## config.mk

```make
export PLATFORM = sky130hd
export DESIGN_NAME = ptp
export DESIGN_NICKNAME = d
export VERILOG_FILES = /design/src/rtl/ptp_pkg.sv /design/src/rtl/ptp_iob_edge.sv /design/src/rtl/ptp.sv
export SDC_FILE = /design/constraint.sdc
export NUM_CORES = 1
export LEC_CHECK = 0
export CAP_MARGIN = 20
export CORE_ASPECT_RATIO = 2
export CORE_MARGIN = 8
export CORE_UTILIZATION = 40
export DETAILED_ROUTE_END_ITERATION = 6
export MAX_ROUTING_LAYER = met4
export PLACE_DENSITY_LB_ADDON = 0.12
export REMOVE_ABC_BUFFERS = 1
export SYNTH_ARGS = -nofsm -noshare
export SYNTH_HDL_FRONTEND = slang
export SYNTH_HIERARCHICAL = 1
export SYNTH_SLANG_ARGS = --single-unit
export TNS_END_PERCENT = 100
```

## constraint.sdc

```tcl
create_clock -name clk -period 2.2 [get_ports clk]
set_input_delay 0.33 -clock clk [delete_from_list [all_inputs] [get_ports clk]]
set_output_delay 0.33 -clock clk [all_outputs]
set_load 0.02 [all_outputs]
```

## src/rtl/ptp_pkg.sv

```systemverilog
// ---------------------------------------------------------------------------
// ptp_pkg
//   Shared IO-bus definitions for the paper tape devices (punch and reader).
//   Contents:
//     PTP_DEV_CODE  ios[3:9] select code of the punch (device 100 octal).
//                   The reader (device 104) decodes as 7'b001_000_1.
//     CONI_*        bit positions (IO bus [0:35] numbering) of the
//                   status word fields.
//     ptp_state_e   punch sequencer states.
//     pia_decode    3-bit PI assignment -> one-hot request on [1:7].
// ---------------------------------------------------------------------------
package ptp_pkg;

   localparam logic [6:0] PTP_DEV_CODE = 7'b001_000_0;

   localparam int CONI_BINARY = 30;
   localparam int CONI_BUSY   = 31;
   localparam int CONI_FLAG   = 32;
   localparam int CONI_PIA_LO = 33;

   typedef enum logic [1:0] {
      ST_IDLE = 2'd0,
      ST_REQ  = 2'd1,
      ST_WAIT = 2'd2,
      ST_DONE = 2'd3
   } ptp_state_e;

   // PIA 0 means "no interrupt level"; levels 1..7 map to request lines 1..7.
   function automatic logic [1:7] pia_decode(input logic [2:0] pia);
      logic [1:7] req;
      req = '0;
      for (int i = 1; i <= 7; i++) begin
         req[i] = (pia == 3'(i));
      end
      return req;
   endfunction

endpackage

```

## src/rtl/ptp_iob_edge.sv

```systemverilog
// ---------------------------------------------------------------------------
// ptp_iob_edge
//   Converts a multi-cycle IO bus level pulse into a one-clock strobe on its
//   rising edge. The strobe is combinational (level & ~previous level), so
//   the action happens on the first clock edge that sees the level high.
//   Ports:
//     clk     system clock
//     rst     asynchronous active-high reset
//     level   bus pulse (level, may last many clocks)
//     strobe  high during the first clock the level is seen high
// ---------------------------------------------------------------------------
module ptp_iob_edge (
   input  logic clk,
   input  logic rst,
   input  logic level,
   output logic strobe
);

   logic prev_reg;

   always_ff @(posedge clk or posedge rst) begin
      if (rst) begin
         prev_reg <= 1'b0;
      end else begin
         prev_reg <= level;
      end
   end

   assign strobe = level & ~prev_reg;

endmodule

```

## src/rtl/ptp.sv

```systemverilog
// ---------------------------------------------------------------------------
// ptp
//   PDP-6 paper tape punch on the IO bus. The CPU DATAOs a frame into the
//   punch buffer, the front end fetches it through the slave read port, and
//   once the punch delay expires the done flag raises a PI request.
//   Ports:
//     clk, reset               clock, asynchronous active-high reset
//     iobus_iob_poweron        low = power off, behaves as a clear
//     iobus_iob_reset          synchronous clear of flags, PIA, buffer, FSM
//     iobus_datao_*/cono_*     bus pulses (levels, edge detected here)
//     iobus_iob_fm_datai       DATAI strobe (punch returns zero)
//     iobus_iob_fm_status      CONI strobe
//     iobus_ios[3:9]           device select
//     iobus_iob_in[0:35]       bus data in
//     iobus_pi_req[1:7]        PI request, one-hot on PIA level
//     iobus_iob_out[0:35]      bus data out (CONI status word)
//     key_tape_feed            punch blank leader frames while held
//     s_read / s_readdata      front-end read port {23'b0, valid, frame}
//     fe_data_rq               frame waiting for the front end
// ---------------------------------------------------------------------------
module ptp
   import ptp_pkg::*;
#(
   parameter logic [6:0] DEV_CODE    = PTP_DEV_CODE,
   parameter int         PUNCH_DELAY = 100
) (
   input  logic        clk,
   input  logic        reset,
   input  logic        iobus_iob_poweron,
   input  logic        iobus_iob_reset,
   input  logic        iobus_datao_clear,
   input  logic        iobus_datao_set,
   input  logic        iobus_cono_clear,
   input  logic        iobus_cono_set,
   input  logic        iobus_iob_fm_datai,
   input  logic        iobus_iob_fm_status,
   input  logic [3:9]  iobus_ios,
   input  logic [0:35] iobus_iob_in,
   output logic [1:7]  iobus_pi_req,
   output logic [0:35] iobus_iob_out,
   input  logic        key_tape_feed,
   input  logic        s_read,
   output logic [31:0] s_readdata,
   output logic        fe_data_rq
);

   localparam int            CW       = (PUNCH_DELAY > 1) ? $clog2(PUNCH_DELAY) : 1;
   localparam logic [CW-1:0] CNT_LAST = CW'(PUNCH_DELAY - 1);

   ptp_state_e    state_reg, state_next;
   logic [CW-1:0] cnt_reg;
   logic [2:0]    pia_reg;
   logic          flag_reg, busy_reg, binary_reg;
   logic [7:0]    buf_reg;
   logic          feed_reg;   // current frame is a tape-feed blank
   logic          pend_reg;   // DATAO arrived while a frame was finishing

   logic       sel, clr;
   logic [3:0] lvl, stb;
   logic       datao_clr, datao_set, cono_clr, cono_set;
   logic       feed_start;
   logic [7:0] frame;
   logic       unused_bits;

   assign sel = (iobus_ios == DEV_CODE);
   // Power-off and IO reset both clear the device on the next clock.
   assign clr = ~iobus_iob_poweron | iobus_iob_reset;

   assign lvl = {iobus_cono_set, iobus_cono_clear, iobus_datao_set, iobus_datao_clear};

   genvar gi;
   generate
      for (gi = 0; gi < 4; gi++) begin : g_edge
         ptp_iob_edge u_edge (
            .clk    (clk),
            .rst    (reset),
            .level  (lvl[gi]),
            .strobe (stb[gi])
         );
      end
   endgenerate

   assign datao_clr = stb[0] & sel & iobus_iob_poweron;
   assign datao_set = stb[1] & sel & iobus_iob_poweron;
   assign cono_clr  = stb[2] & sel & iobus_iob_poweron;
   assign cono_set  = stb[3] & sel & iobus_iob_poweron;

   // Leader feed only starts from an idle, non-busy punch with no DATAO pending.
   assign feed_start = (state_reg == ST_IDLE) & ~busy_reg & key_tape_feed
                       & ~datao_set & ~pend_reg;

   assign frame = feed_reg   ? 8'd0 :
                  binary_reg ? {2'b10, buf_reg[5:0]} : buf_reg;

   assign unused_bits = &{1'b0, iobus_iob_in[0:27]};

   // ---------------- FSM: state register ----------------
   always_ff @(posedge clk or posedge reset) begin
      if (reset) begin
         state_reg <= ST_IDLE;
      end else begin
         state_reg <= state_next;
      end
   end

   // ---------------- FSM: next state ----------------
   always_comb begin
      state_next = state_reg;
      case (state_reg)
         ST_IDLE: if (datao_set || pend_reg || feed_start) state_next = ST_REQ;
         ST_REQ:  if (s_read) state_next = ST_WAIT;
         ST_WAIT: if (cnt_reg == CNT_LAST) state_next = ST_DONE;
         ST_DONE: state_next = ST_IDLE;
         default: state_next = ST_IDLE;
      endcase
      if (clr) begin
         state_next = ST_IDLE;
      end
   end

   // ---------------- FSM: outputs ----------------
   always_comb begin
      fe_data_rq = iobus_iob_poweron & (state_reg == ST_REQ);
      s_readdata = '0;
      if (s_read && iobus_iob_poweron && state_reg == ST_REQ) begin
         s_readdata = {23'd0, 1'b1, frame};
      end
   end

   // ---------------- punch delay counter ----------------
   always_ff @(posedge clk or posedge reset) begin
      if (reset) begin
         cnt_reg <= '0;
      end else if (clr || state_reg != ST_WAIT || cnt_reg == CNT_LAST) begin
         cnt_reg <= '0;
      end else begin
         cnt_reg <= cnt_reg + 1'b1;
      end
   end

   // ---------------- flags, PIA, buffer ----------------
   // Statement order sets priority: frame completion first, then CONO/DATAO
   // clears, then sets, so a clear in the DONE clock wins over the flag.
   always_ff @(posedge clk or posedge reset) begin
      if (reset) begin
         pia_reg    <= '0;
         flag_reg   <= 1'b0;
         busy_reg   <= 1'b0;
         binary_reg <= 1'b0;
         buf_reg    <= '0;
         feed_reg   <= 1'b0;
         pend_reg   <= 1'b0;
      end else if (clr) begin
         pia_reg    <= '0;
         flag_reg   <= 1'b0;
         busy_reg   <= 1'b0;
         binary_reg <= 1'b0;
         buf_reg    <= '0;
         feed_reg   <= 1'b0;
         pend_reg   <= 1'b0;
      end else begin
         if (state_reg == ST_IDLE) begin
            feed_reg <= feed_start;
            pend_reg <= 1'b0;
         end else if (datao_set && (state_reg == ST_DONE || feed_reg)) begin
            // A frame is ending (or is only leader): start the new one after it.
            pend_reg <= 1'b1;
         end

         if (state_reg == ST_DONE && !feed_reg) begin
            busy_reg <= 1'b0;
            flag_reg <= 1'b1;
         end

         if (cono_clr) begin
            pia_reg    <= '0;
            flag_reg   <= 1'b0;
            busy_reg   <= 1'b0;
            binary_reg <= 1'b0;
         end
         if (datao_clr) begin
            buf_reg  <= '0;
            flag_reg <= 1'b0;
         end
         if (cono_set) begin
            pia_reg    <= pia_reg | iobus_iob_in[CONI_PIA_LO:CONI_PIA_LO+2];
            flag_reg   <= flag_reg | iobus_iob_in[CONI_FLAG];
            busy_reg   <= busy_reg | iobus_iob_in[CONI_BUSY];
            binary_reg <= binary_reg | iobus_iob_in[CONI_BINARY];
         end
         if (datao_set) begin
            buf_reg  <= buf_reg | iobus_iob_in[28:35];
            busy_reg <= 1'b1;
         end
      end
   end

   // ---------------- bus outputs ----------------
   always_comb begin
      iobus_pi_req = '0;
      if (iobus_iob_poweron && flag_reg) begin
         iobus_pi_req = pia_decode(pia_reg);
      end

      iobus_iob_out = '0;
      if (iobus_iob_poweron && sel && iobus_iob_fm_status && !iobus_iob_fm_datai) begin
         iobus_iob_out[CONI_BINARY]                  = binary_reg;
         iobus_iob_out[CONI_BUSY]                    = busy_reg;
         iobus_iob_out[CONI_FLAG]                    = flag_reg;
         iobus_iob_out[CONI_PIA_LO:CONI_PIA_LO+2]    = pia_reg;
      end
   end

endmodule

```

==> results.cfg, run 1 <==
[status]
outcome = finished, final reports clean

[worst_setup_path]
critical_path_peak_fanout = 6
worstPathCellList = clkdlybuf4s50_1 > nor4b_4 > nand2_1 > nor3b_2 > buf_4 > and2_1 > buf_2
worst_r2r_path_depth = 5
crit_arrival_ns = 1.78
criticalPathCategory = in2out
critPathLaunchType = input port
cp.required_ns = 1.87
cpLargestDelayFamily = buffers and inverters
cp_num_cells = 7
endpoint_kind = primary output
path_buf_inv = 3
worst_path_largest_cell_delay_ns = 0.44
worst_path_max_delay_cell = sky130_fd_sc_hd__clkdlybuf4s50_1

[detailed_routing]
routed-via-count = 1598
routed_wire_length_per_instance_um = 14.2
met2_wirelength_um = 2580
total_met3_wirelength_after_detailed_routing_um = 405
routed_wirelength_um = 5110
ant_nets = 0
routed.top_layer = met4
detail_route.first_pass.iterations = 4
drc_errors = 0
via_per_inst = 4.45
drt-initial-drc-count = 31
detail_route.wirelength.met1_um = 2080

[yosys]
synth-async-reset-ratio_pct = 100
synth_top_cell_area_share_pct = 35.1
synth.largest_area_cell = sky130_fd_sc_hd__dfrtp_1
netlist-cell-type-count = 33
mappedNetlistArea_um2 = 2070
synth.area.mux_share_pct = 0.969
synthesis.area_per_instance_um2 = 8.80
post_synth_inst_count = 235
synth-seq-area-share_pct = 35.1
adder_cell_share_of_the_synthesized_area_pct = 3.63
number_of_enable_flip_flop_cells_after_synthesis = 0
synth_top_family_by_area = simple AND/OR/NAND/NOR gates
postSynthRegisterBits = 29
synthXorXnorAreaFrac_pct = 2.12
synthesis.yosys.warnings = 6
dominantRegCellSynth = sky130_fd_sc_hd__dfrtp_1
post_synth_and_or_nand_nor_area_fraction_pct = 24.7
synth_compound_area_share_pct = 11.5
leading_cell_types_by_total_area_after_synthesis = sky130_fd_sc_hd__dfrtp_1 (35%), sky130_fd_sc_hd__buf_4 (19%), sky130_fd_sc_hd__and2_1 (4.2%)

[clocking]
cts_tree = built
insertion_delay_ns = 0.28
clk_transition_reported_paths_ns = 0.06
numClockSinks = 29
clockRootBuffer = sky130_fd_sc_hd__clkbuf_8
inserted_clock_buffers = 5
cts.path.max_buffers = 2
htree_levels = 2
holdBufCountCts = 0

[placed_design]
routabilityCongestion = 0.797
placement.cell_area_um2 = 2510
dp_hpwl_um = 4090
io_buffer_count = 49

[sta]
finalHoldViolCount = 0
final.setup.tns_ns = 0
hold_ws_ns = 0.304
max-slew-margin-rel_pct = 58.9
worst_clock_skew_ns = 0.00984
timing_worst_slew_pin_value_ns = 0.616
setup_violations_final = 0
min_period_ns = 2.11
final.period_utilization_pct = 96.0
fmax_mhz = 474
drv_slew = 0

[global_routing]
first_pass_grt_wire_length_um = 8350
grt_max_degree = 26
global_route.usage.total_pct = 13.4
globalRouteOverflowTotal = 0
number_of_global_route_vias_before_repair = 1701
antenna_violations_before_repair = 0

[layout]
finish.instance_area_um2 = 2630
register_area_um2 = 726
final_layout_size_suffix_gt1_share_pct = 15.6
multi_input_area_um2 = 1100
largest_register_ffs = 8
design.final.nets = 361
fill_cell_count = 505
areaGrowthSynthToFinish_pct = 27.0
antennaDiodeCount = 0
post-route-util_pct = 52.0

[pwr]
cellPowerDensity_nw_per_um2 = 512
vdd_drop_max_v = 0.000364
leakage_power_summed_over_all_cells_nw = 1.35
total_power_mw = 1.34

[floorplan]
fp.coreArea_um2 = 5050
dieArea_um2 = 7860
placement_rows = 37
die_width_um = 66.8
initial_core_util_pct = 41.0
dieHeight_um = 118
design.portCount = 131

[hold_path]
min-delay-path-class = in2async

[job]
count_of_maximum_capacitance_violations = 0
-- worst register-to-register path, cell delays in order (launching register included) --
cell and delay (ns):
sky130_fd_sc_hd__dfrtp_1 0.37, sky130_fd_sc_hd__ha_1 0.21, sky130_fd_sc_hd__nand4b_1 0.11, sky130_fd_sc_hd__o31a_1 0.29
sky130_fd_sc_hd__a311oi_2 0.36, sky130_fd_sc_hd__mux2i_1 0.24
-- cells by family (layout without fill, tap and decap cells) --
logic type,Yosys count,count (layout)
xor gates and xnor gates,5,5
AOI/OAI and AO/OA,40,40
and+or+nand+nor,85,85
adders and majority gates,6,6
other,1,53
muxes,2,2
buffers and inverters,67,81
DFF,29,29
-- stage by stage --
step | worst slack, ns | std cells
after global routing | -0.0109 | 359
after detailed placement | -0.453 | 350
final | 0.0887 | 359
after global placement | -0.436 | 350
after floorplan | 0.139 | 229
after CTS | -0.0110 | 358
-- layout by cell type (no fill, tap or decap), types with 2 or more instances in the layout --
cell type,netlist,layout
sky130_fd_sc_hd__o21ai_0,15,15
sky130_fd_sc_hd__nand2b_1,6,6
sky130_fd_sc_hd__inv_1,9,9
sky130_fd_sc_hd__nor2b_1,2,2
sky130_fd_sc_hd__buf_6,0,2
sky130_fd_sc_hd__nor3_1,2,2
sky130_fd_sc_hd__nor2_1,15,15
sky130_fd_sc_hd__clkbuf_8,0,6
sky130_fd_sc_hd__xnor2_1,3,3
sky130_fd_sc_hd__nor4b_4,2,2
sky130_fd_sc_hd__ha_1,6,6
sky130_fd_sc_hd__nand2_1,20,19
sky130_fd_sc_hd__dlygate4sd2_1,0,2
sky130_fd_sc_hd__xor2_1,2,2
sky130_fd_sc_hd__nand3_1,5,5
sky130_fd_sc_hd__nand4b_1,2,2
sky130_fd_sc_hd__a21oi_1,15,15
sky130_fd_sc_hd__buf_4,53,17
sky130_fd_sc_hd__mux2i_1,2,2
sky130_fd_sc_hd__o21a_1,3,3
sky130_fd_sc_hd__nor2b_4,4,4
sky130_fd_sc_hd__clkdlybuf4s50_1,0,25
sky130_fd_sc_hd__dfrtp_1,29,29
sky130_fd_sc_hd__dlymetal6s2s_1,0,8
sky130_fd_sc_hd__and3_1,10,10
sky130_fd_sc_hd__and2_1,14,13
sky130_fd_sc_hd__buf_2,0,9
sky130_fd_sc_hd__conb_1,1,53
-- layout make-up --
| cell class | count | share of cell area [%] |
|---|---|---|
| multi-input combinational | 191 | 42.0 |
| clock inverter | 1 | 1.14 |
| inverter | 9 | 1.29 |
| tap | 58 | 2.76 |
| clock buffer | 7 | 3.29 |
| timing repair buffer | 64 | 21.9 |
| sequential | 29 | 27.6 |
-- timing repair --
item	4_1_cts	5_1_grt
pin swaps	0	4
gates resized for setup	59	17
setup buffers	0	1
endpoints found under the setup margin	16	20
-- report_power, final --
group / leakage [nW] / internal, mW / switching (mW) / total (mW)
clock network: 0.0585 / 0.369 / 0.205 / 0.574
logic: 0.901 / 0.0772 / 0.146 / 0.223
registers: 0.394 / 0.541 / 0.00694 / 0.548
-- cells in the mapped netlist (2+ instances only) --
master	instances
sky130_fd_sc_hd__mux2i_1	2
sky130_fd_sc_hd__nand2b_1	6
sky130_fd_sc_hd__o21a_1	3
sky130_fd_sc_hd__dfrtp_1	29
sky130_fd_sc_hd__nor3_1	2
sky130_fd_sc_hd__nand2_1	20
sky130_fd_sc_hd__nor4b_4	2
sky130_fd_sc_hd__o21ai_0	15
sky130_fd_sc_hd__ha_1	6
sky130_fd_sc_hd__nor2_1	15
sky130_fd_sc_hd__nand4b_1	2
sky130_fd_sc_hd__and3_1	10
sky130_fd_sc_hd__inv_1	9
sky130_fd_sc_hd__nor2b_1	2
sky130_fd_sc_hd__clkbuf_1	5
sky130_fd_sc_hd__and2_1	14
sky130_fd_sc_hd__a21oi_1	15
sky130_fd_sc_hd__nand3_1	5
sky130_fd_sc_hd__nor2b_4	4
sky130_fd_sc_hd__xor2_1	2
sky130_fd_sc_hd__buf_4	53
sky130_fd_sc_hd__xnor2_1	3
-- final timing paths --
check	slack, ns	start	to
min reg2reg	0.46	cnt_reg[0]	cnt_reg[0]
min	0.30	reset	g_edge[3].u_edge/prev_reg
max	0.09	iobus_ios[8]	iobus_iob_out[35]
max in group asynchronous	1.40	reset	buf_reg[2]
max reg2reg	0.55	cnt_reg[0]	state_reg[0]
min in group clk	0.46	cnt_reg[0]	cnt_reg[0]
-- per-layer routing --
metal  global-route usage [%]  up-vias
li1                         -      802
met1                     15.0      737
met2                     21.2       55
met3                     4.39        4
met4                     5.11        0
met5                        -        -
No activity file was read; power rests on OpenSTA's default activity.
==> inputs of run 2 (changes only) <==
CORE_UTILIZATION = 33   (was 40)
RECOVER_POWER = 50   (was unset)
clock period = 1.9 ns   (was 2.2 ns; I/O delays follow)
==> results.cfg, run 2 (synthesis gave the netlist of run 1 again) <==
[detailed_routing]
ant_nets = 0
routed_wire_length_per_instance_um = 13.7
routed-via-count = 1661
detail_route.first_pass.iterations = 4
drt-initial-drc-count = 56
via_per_inst = 4.17
drc_errors = 0
routed_wirelength_um = 5450

[sta]
fmax_mhz = 534
finalHoldViolCount = 0
worst_clock_skew_ns = 0.00358
drv_slew = 0
final.setup.tns_ns = 0
max-slew-margin-rel_pct = 64.4
setup_violations_final = 0
final.period_utilization_pct = 98.5
min_period_ns = 1.87
timing_worst_slew_pin_value_ns = 0.534

[worst_setup_path]
critPathLaunchType = flop
critical_path_peak_fanout = 3
criticalPathCategory = reg2out
crit_arrival_ns = 1.59
cp.required_ns = 1.62
endpoint_kind = primary output

[floorplan]
dieArea_um2 = 9210
dieHeight_um = 128
fp.coreArea_um2 = 6210
placement_rows = 41
initial_core_util_pct = 33.3
design.portCount = 131
die_width_um = 72.0

[placed_design]
dp.cells = 384
io_buffer_count = 49
routabilityCongestion = 0.775
dp_hpwl_um = 4290

[layout]
final_common_cell = sky130_fd_sc_hd__conb_1
antennaDiodeCount = 0
final_layout_size_suffix_gt1_share_pct = 19.6
design.final.nets = 372
fin_cells = 398
layout_common_cells = sky130_fd_sc_hd__conb_1 (53), sky130_fd_sc_hd__buf_4 (32), sky130_fd_sc_hd__dfrtp_1 (29)
largest_register_ffs = 8
areaGrowthSynthToFinish_pct = 34.2

[global_routing]
number_of_global_route_vias_before_repair = 1777
antenna_violations_before_repair = 0
global_route.usage.total_pct = 12.4
globalRouteOverflowTotal = 0
grt_max_degree = 16
first_pass_grt_wire_length_um = 8790

[clocking]
clk_transition_reported_paths_ns = 0.05
cts_tree = built
inserted_clock_buffers = 5
insertion_delay_ns = 0.27
holdBufCountCts = 0
htree_levels = 2
clockRootBuffer = sky130_fd_sc_hd__clkbuf_16
numClockSinks = 29
cts.path.max_buffers = 2

[status]
outcome = finished, final reports clean

[pwr]
vdd_drop_max_v = 0.000314
leakage_power_summed_over_all_cells_nw = 1.41
cellPowerDensity_nw_per_um2 = 593

[hold_path]
min-delay-path-class = in2async

[job]
count_of_maximum_capacitance_violations = 0
## run 2: changes by cell type in the layout (fill, tap and decap cells not counted), sizes merged
cell / before / now
clkdlybuf4s15: 1 / 0
dlymetal6s2s: 8 / 2
clkinv: 0 / 2
clkbuf: 7 / 8
buf: 28 / 39
clkdlybuf4s50: 25 / 13
dlygate4sd3: 0 / 5
bufinv: 1 / 0
dlygate4sd2: 2 / 14
## run 2: layout make-up
| class | count | area, µm² |
|---|---|---|
| Fill cell | 649 | 3430 |
| Multi-Input combinational cell | 191 | 1130 |
| Sequential cell | 29 | 726 |
| Timing Repair Buffer | 75 | 642 |
| Clock buffer | 6 | 129 |
| Tap cell | 86 | 108 |
| Inverter | 9 | 33.8 |
| Clock inverter | 2 | 10.0 |
## run 2: final timing paths
kind | start | endpoint | slack [ns] | depth (start not counted)
max in group asynchronous | reset | buf_reg[0] | 0.59 | 3
worst max-delay path | state_reg[1] | s_readdata[6] | 0.03 | 6
worst max register to register | cnt_reg[0] | state_reg[0] | 0.24 | 5
min in group clk | cnt_reg[0] | cnt_reg[0] | 0.45 | 1
worst min-delay path | reset | g_edge[3].u_edge/prev_reg | 0.39 | 2
worst min register to register | cnt_reg[0] | cnt_reg[0] | 0.45 | 1
## run 2: per-layer routing
layer	GRT usage [%]	routed length (µm)	up-vias
met3	4.15	407	6
met2	19.3	2660	61
met1	14.2	2290	768
met4	4.73	90	0
li1	-	-	826
met5	-	0	-
## run 2: through the flow
step / setup WS [ns] / utilization, % / hold WS [ns] / power (mW) / area (µm²)
finish: 0.0280 / 44.7 / 0.385 / 1.65 / 2770
detailed placement: -0.658 / 41.8 / 0.452 / 0.910 / 2590
CTS: 0.00124 / 43.6 / 0.263 / 1.67 / 2700
global route: -0.0384 / 44.7 / 0.391 / 1.71 / 2770
global placement: -0.610 / 41.8 / 0.446 / 0.907 / 2590
floorplan: -0.116 / - / 0.0137 / 0.800 / 1850
## run 2: report_power, final
part	switching, mW	leakage, nW	internal [mW]
clock network	0.264	0.0706	0.479
registers	0.00918	0.394	0.628
logic	0.174	0.941	0.0916
total	0.447	1.41	1.20
## run 2: what timing repair did
action                                 in CTS  in global routing
endpoints found under the hold margin       0                  0
setup buffers                               3                  3
pin swaps                                   5                  2
gates resized for setup                    89                 17
setup endpoints to repair                  23                 17
## run 2: critical path, cell delays in order, from the launching register on
cell	delay, ns
sky130_fd_sc_hd__dfrtp_1	0.38
sky130_fd_sc_hd__inv_2	0.08
sky130_fd_sc_hd__ha_4	0.12
sky130_fd_sc_hd__and2_4	0.14
sky130_fd_sc_hd__nand2_4	0.06
sky130_fd_sc_hd__nor4b_1	0.28
sky130_fd_sc_hd__buf_2	0.24
==> inputs of run 3 (changes only) <==
CORE_MARGIN = 5   (was 8)
CORE_UTILIZATION = 50   (was 33)
DONT_BUFFER_PORTS = 1   (was unset)
==> results.cfg, run 3 (synthesis gave the netlist of run 1 again) <==
[status]
outcome = finished, final reports clean

[floorplan]
die_width_um = 55.5
design.portCount = 131
dieArea_um2 = 5600
placement_rows = 33
fp.coreArea_um2 = 4050
dieHeight_um = 101
initial_core_util_pct = 51.1

[pwr]
internal_power_mw = 0.921
switchingPower_mw = 0.398
seqPwrFrac_pct = 48.1
clock_power_share_pct = 37.3
cellPowerDensity_nw_per_um2 = 620
power_frac_comb_pct = 14.6
vdd_drop_max_v = 0.000565
p_sw_share_pct = 30.2
leakage_power_summed_over_all_cells_nw = 1.03

[layout]
layout_common_cells = sky130_fd_sc_hd__conb_1 (53), sky130_fd_sc_hd__dfrtp_1 (29), sky130_fd_sc_hd__nand2_1 (19)
post-route-util_pct = 52.6
fill_cell_count = 431
register_area_um2 = 726
largest_register_ffs = 8
areaGrowthSynthToFinish_pct = 2.97
final_layout_size_suffix_gt1_share_pct = 14.7
final_common_cell = sky130_fd_sc_hd__conb_1
design.final.nets = 311
antennaDiodeCount = 0
multi_input_area_um2 = 1120

[sta]
setup_violations_final = 0
finalHoldViolCount = 0
max-slew-margin-rel_pct = 57.5
final.period_utilization_pct = 95.9
min_period_ns = 1.82
timing_worst_slew_pin_value_ns = 0.637
worst_clock_skew_ns = 0.00241
drv_slew = 0
fmax_mhz = 549
hold_ws_ns = 0.0286

[clocking]
inserted_clock_buffers = 5
numClockSinks = 29
htree_levels = 2
insertion_delay_ns = 0.28
cts_tree = built
clk_transition_reported_paths_ns = 0.06
cts.path.max_buffers = 2
clockRootBuffer = sky130_fd_sc_hd__clkbuf_8

[worst_setup_path]
critPathLaunchType = flop
criticalPathCategory = reg2out
path_buf_inv = 2
cp.required_ns = 1.62
crit_arrival_ns = 1.54
worst_path_max_delay_cell = sky130_fd_sc_hd__dfrtp_1
critical_path_peak_fanout = 7
worstPathCellList = inv_2 > ha_1 > and2_4 > nand2_2 > nor2_1 > buf_4 > and2_4
cpLargestDelayFamily = simple AND/OR/NAND/NOR gates
path_common_cell = sky130_fd_sc_hd__and2_4
timing.rr.start = cnt_reg[0]
worst_path_largest_cell_delay_ns = 0.40
startpoint = state_reg[1]
endpoint_kind = primary output

[detailed_routing]
drc_errors = 0
routed-via-count = 1488
drt-initial-drc-count = 22
routed_wirelength_um = 4620
via_per_inst = 4.91
routed_wire_length_per_instance_um = 15.2
detail_route.first_pass.iterations = 4
ant_nets = 0

[job]
count_of_maximum_capacitance_violations = 0

[placed_design]
routabilityCongestion = 0.736
dp_hpwl_um = 3670
io_buffer_count = 0

[global_routing]
global_route.usage.total_pct = 16.8
antenna_violations_before_repair = 0
number_of_global_route_vias_before_repair = 1502
grt_max_degree = 26
first_pass_grt_wire_length_um = 7210
globalRouteOverflowTotal = 0

[hold_path]
min-delay-start = iobus_datao_set
min-delay-path-class = in2reg
-- run 3: routing by layer --
layer	part of all wire, %	global-route usage [%]	vias to the layer above
met1	37	17.3	715
met3	5.6	2.95	6
li1	-	-	707
met4	1.8	6.74	0
met5	0	-	-
met2	56	31.1	60
-- run 3: power by group through the flow --
stage / sequential (mW) / combinational (mW) / clock (mW)
floorplan: 0.645 / 0.155 / 0
global placement: 0.647 / 0.182 / 0
detailed placement: 0.647 / 0.182 / 0
CTS: 0.635 / 0.190 / 0.506
global route: 0.636 / 0.211 / 0.535
finish: 0.635 / 0.193 / 0.492
-- run 3: worst paths after layout --
check / endpoint / slack (ns) / cells past startpoint
max: s_readdata[2] / 0.08 / 7
min: g_edge[1].u_edge/prev_reg / 0.03 / 0
max reg2reg: state_reg[1] / 0.26 / 5
min reg2reg: cnt_reg[0] / 0.46 / 1
max in group asynchronous: state_reg[1] / 0.78 / 3
min in group asynchronous: g_edge[2].u_edge/prev_reg / 0.36 / 2
-- run 3: metrics by stage --
step / setup TNS [ns] / std cells / area [µm²] / setup slack (ns) / power, mW
floorplan: -0.116 / 229 / 1850 / -0.116 / 0.800
global placement: 0 / 291 / 1990 / 0.103 / 0.829
detailed placement: 0 / 291 / 1990 / 0.100 / 0.829
CTS: -0.129 / 302 / 2110 / -0.0218 / 1.33
global route: -0.0133 / 303 / 2130 / -0.00362 / 1.38
finish: 0 / 303 / 2130 / 0.0771 / 1.32
-- run 3: repair_timing --
item | in CTS | in global routing
pin swaps | 0 | 1
setup buffers | 2 | 1
gates resized for setup | 9 | 9
hold buffers | 1 | 0
setup endpoints to repair | 8 | 8
endpoints found under the hold margin | 29 | 0
-- run 3: layout make-up --
class,instances,area share [%]
clock buffers,6,3.41
clock inverters,2,0.470
inverters,9,1.59
multi-input cells,191,52.6
flip-flops and latches,29,34.1
well taps,52,3.06
repair buffers,14,4.76
-- run 3: worst reg2reg max path, cell delays in order, from the launching register on --
cell	delay (ns)
sky130_fd_sc_hd__dfrtp_1	0.37
sky130_fd_sc_hd__ha_1	0.21
sky130_fd_sc_hd__nand4b_1	0.11
sky130_fd_sc_hd__o31a_1	0.29
sky130_fd_sc_hd__a311oi_2	0.36
sky130_fd_sc_hd__mux2i_1	0.22
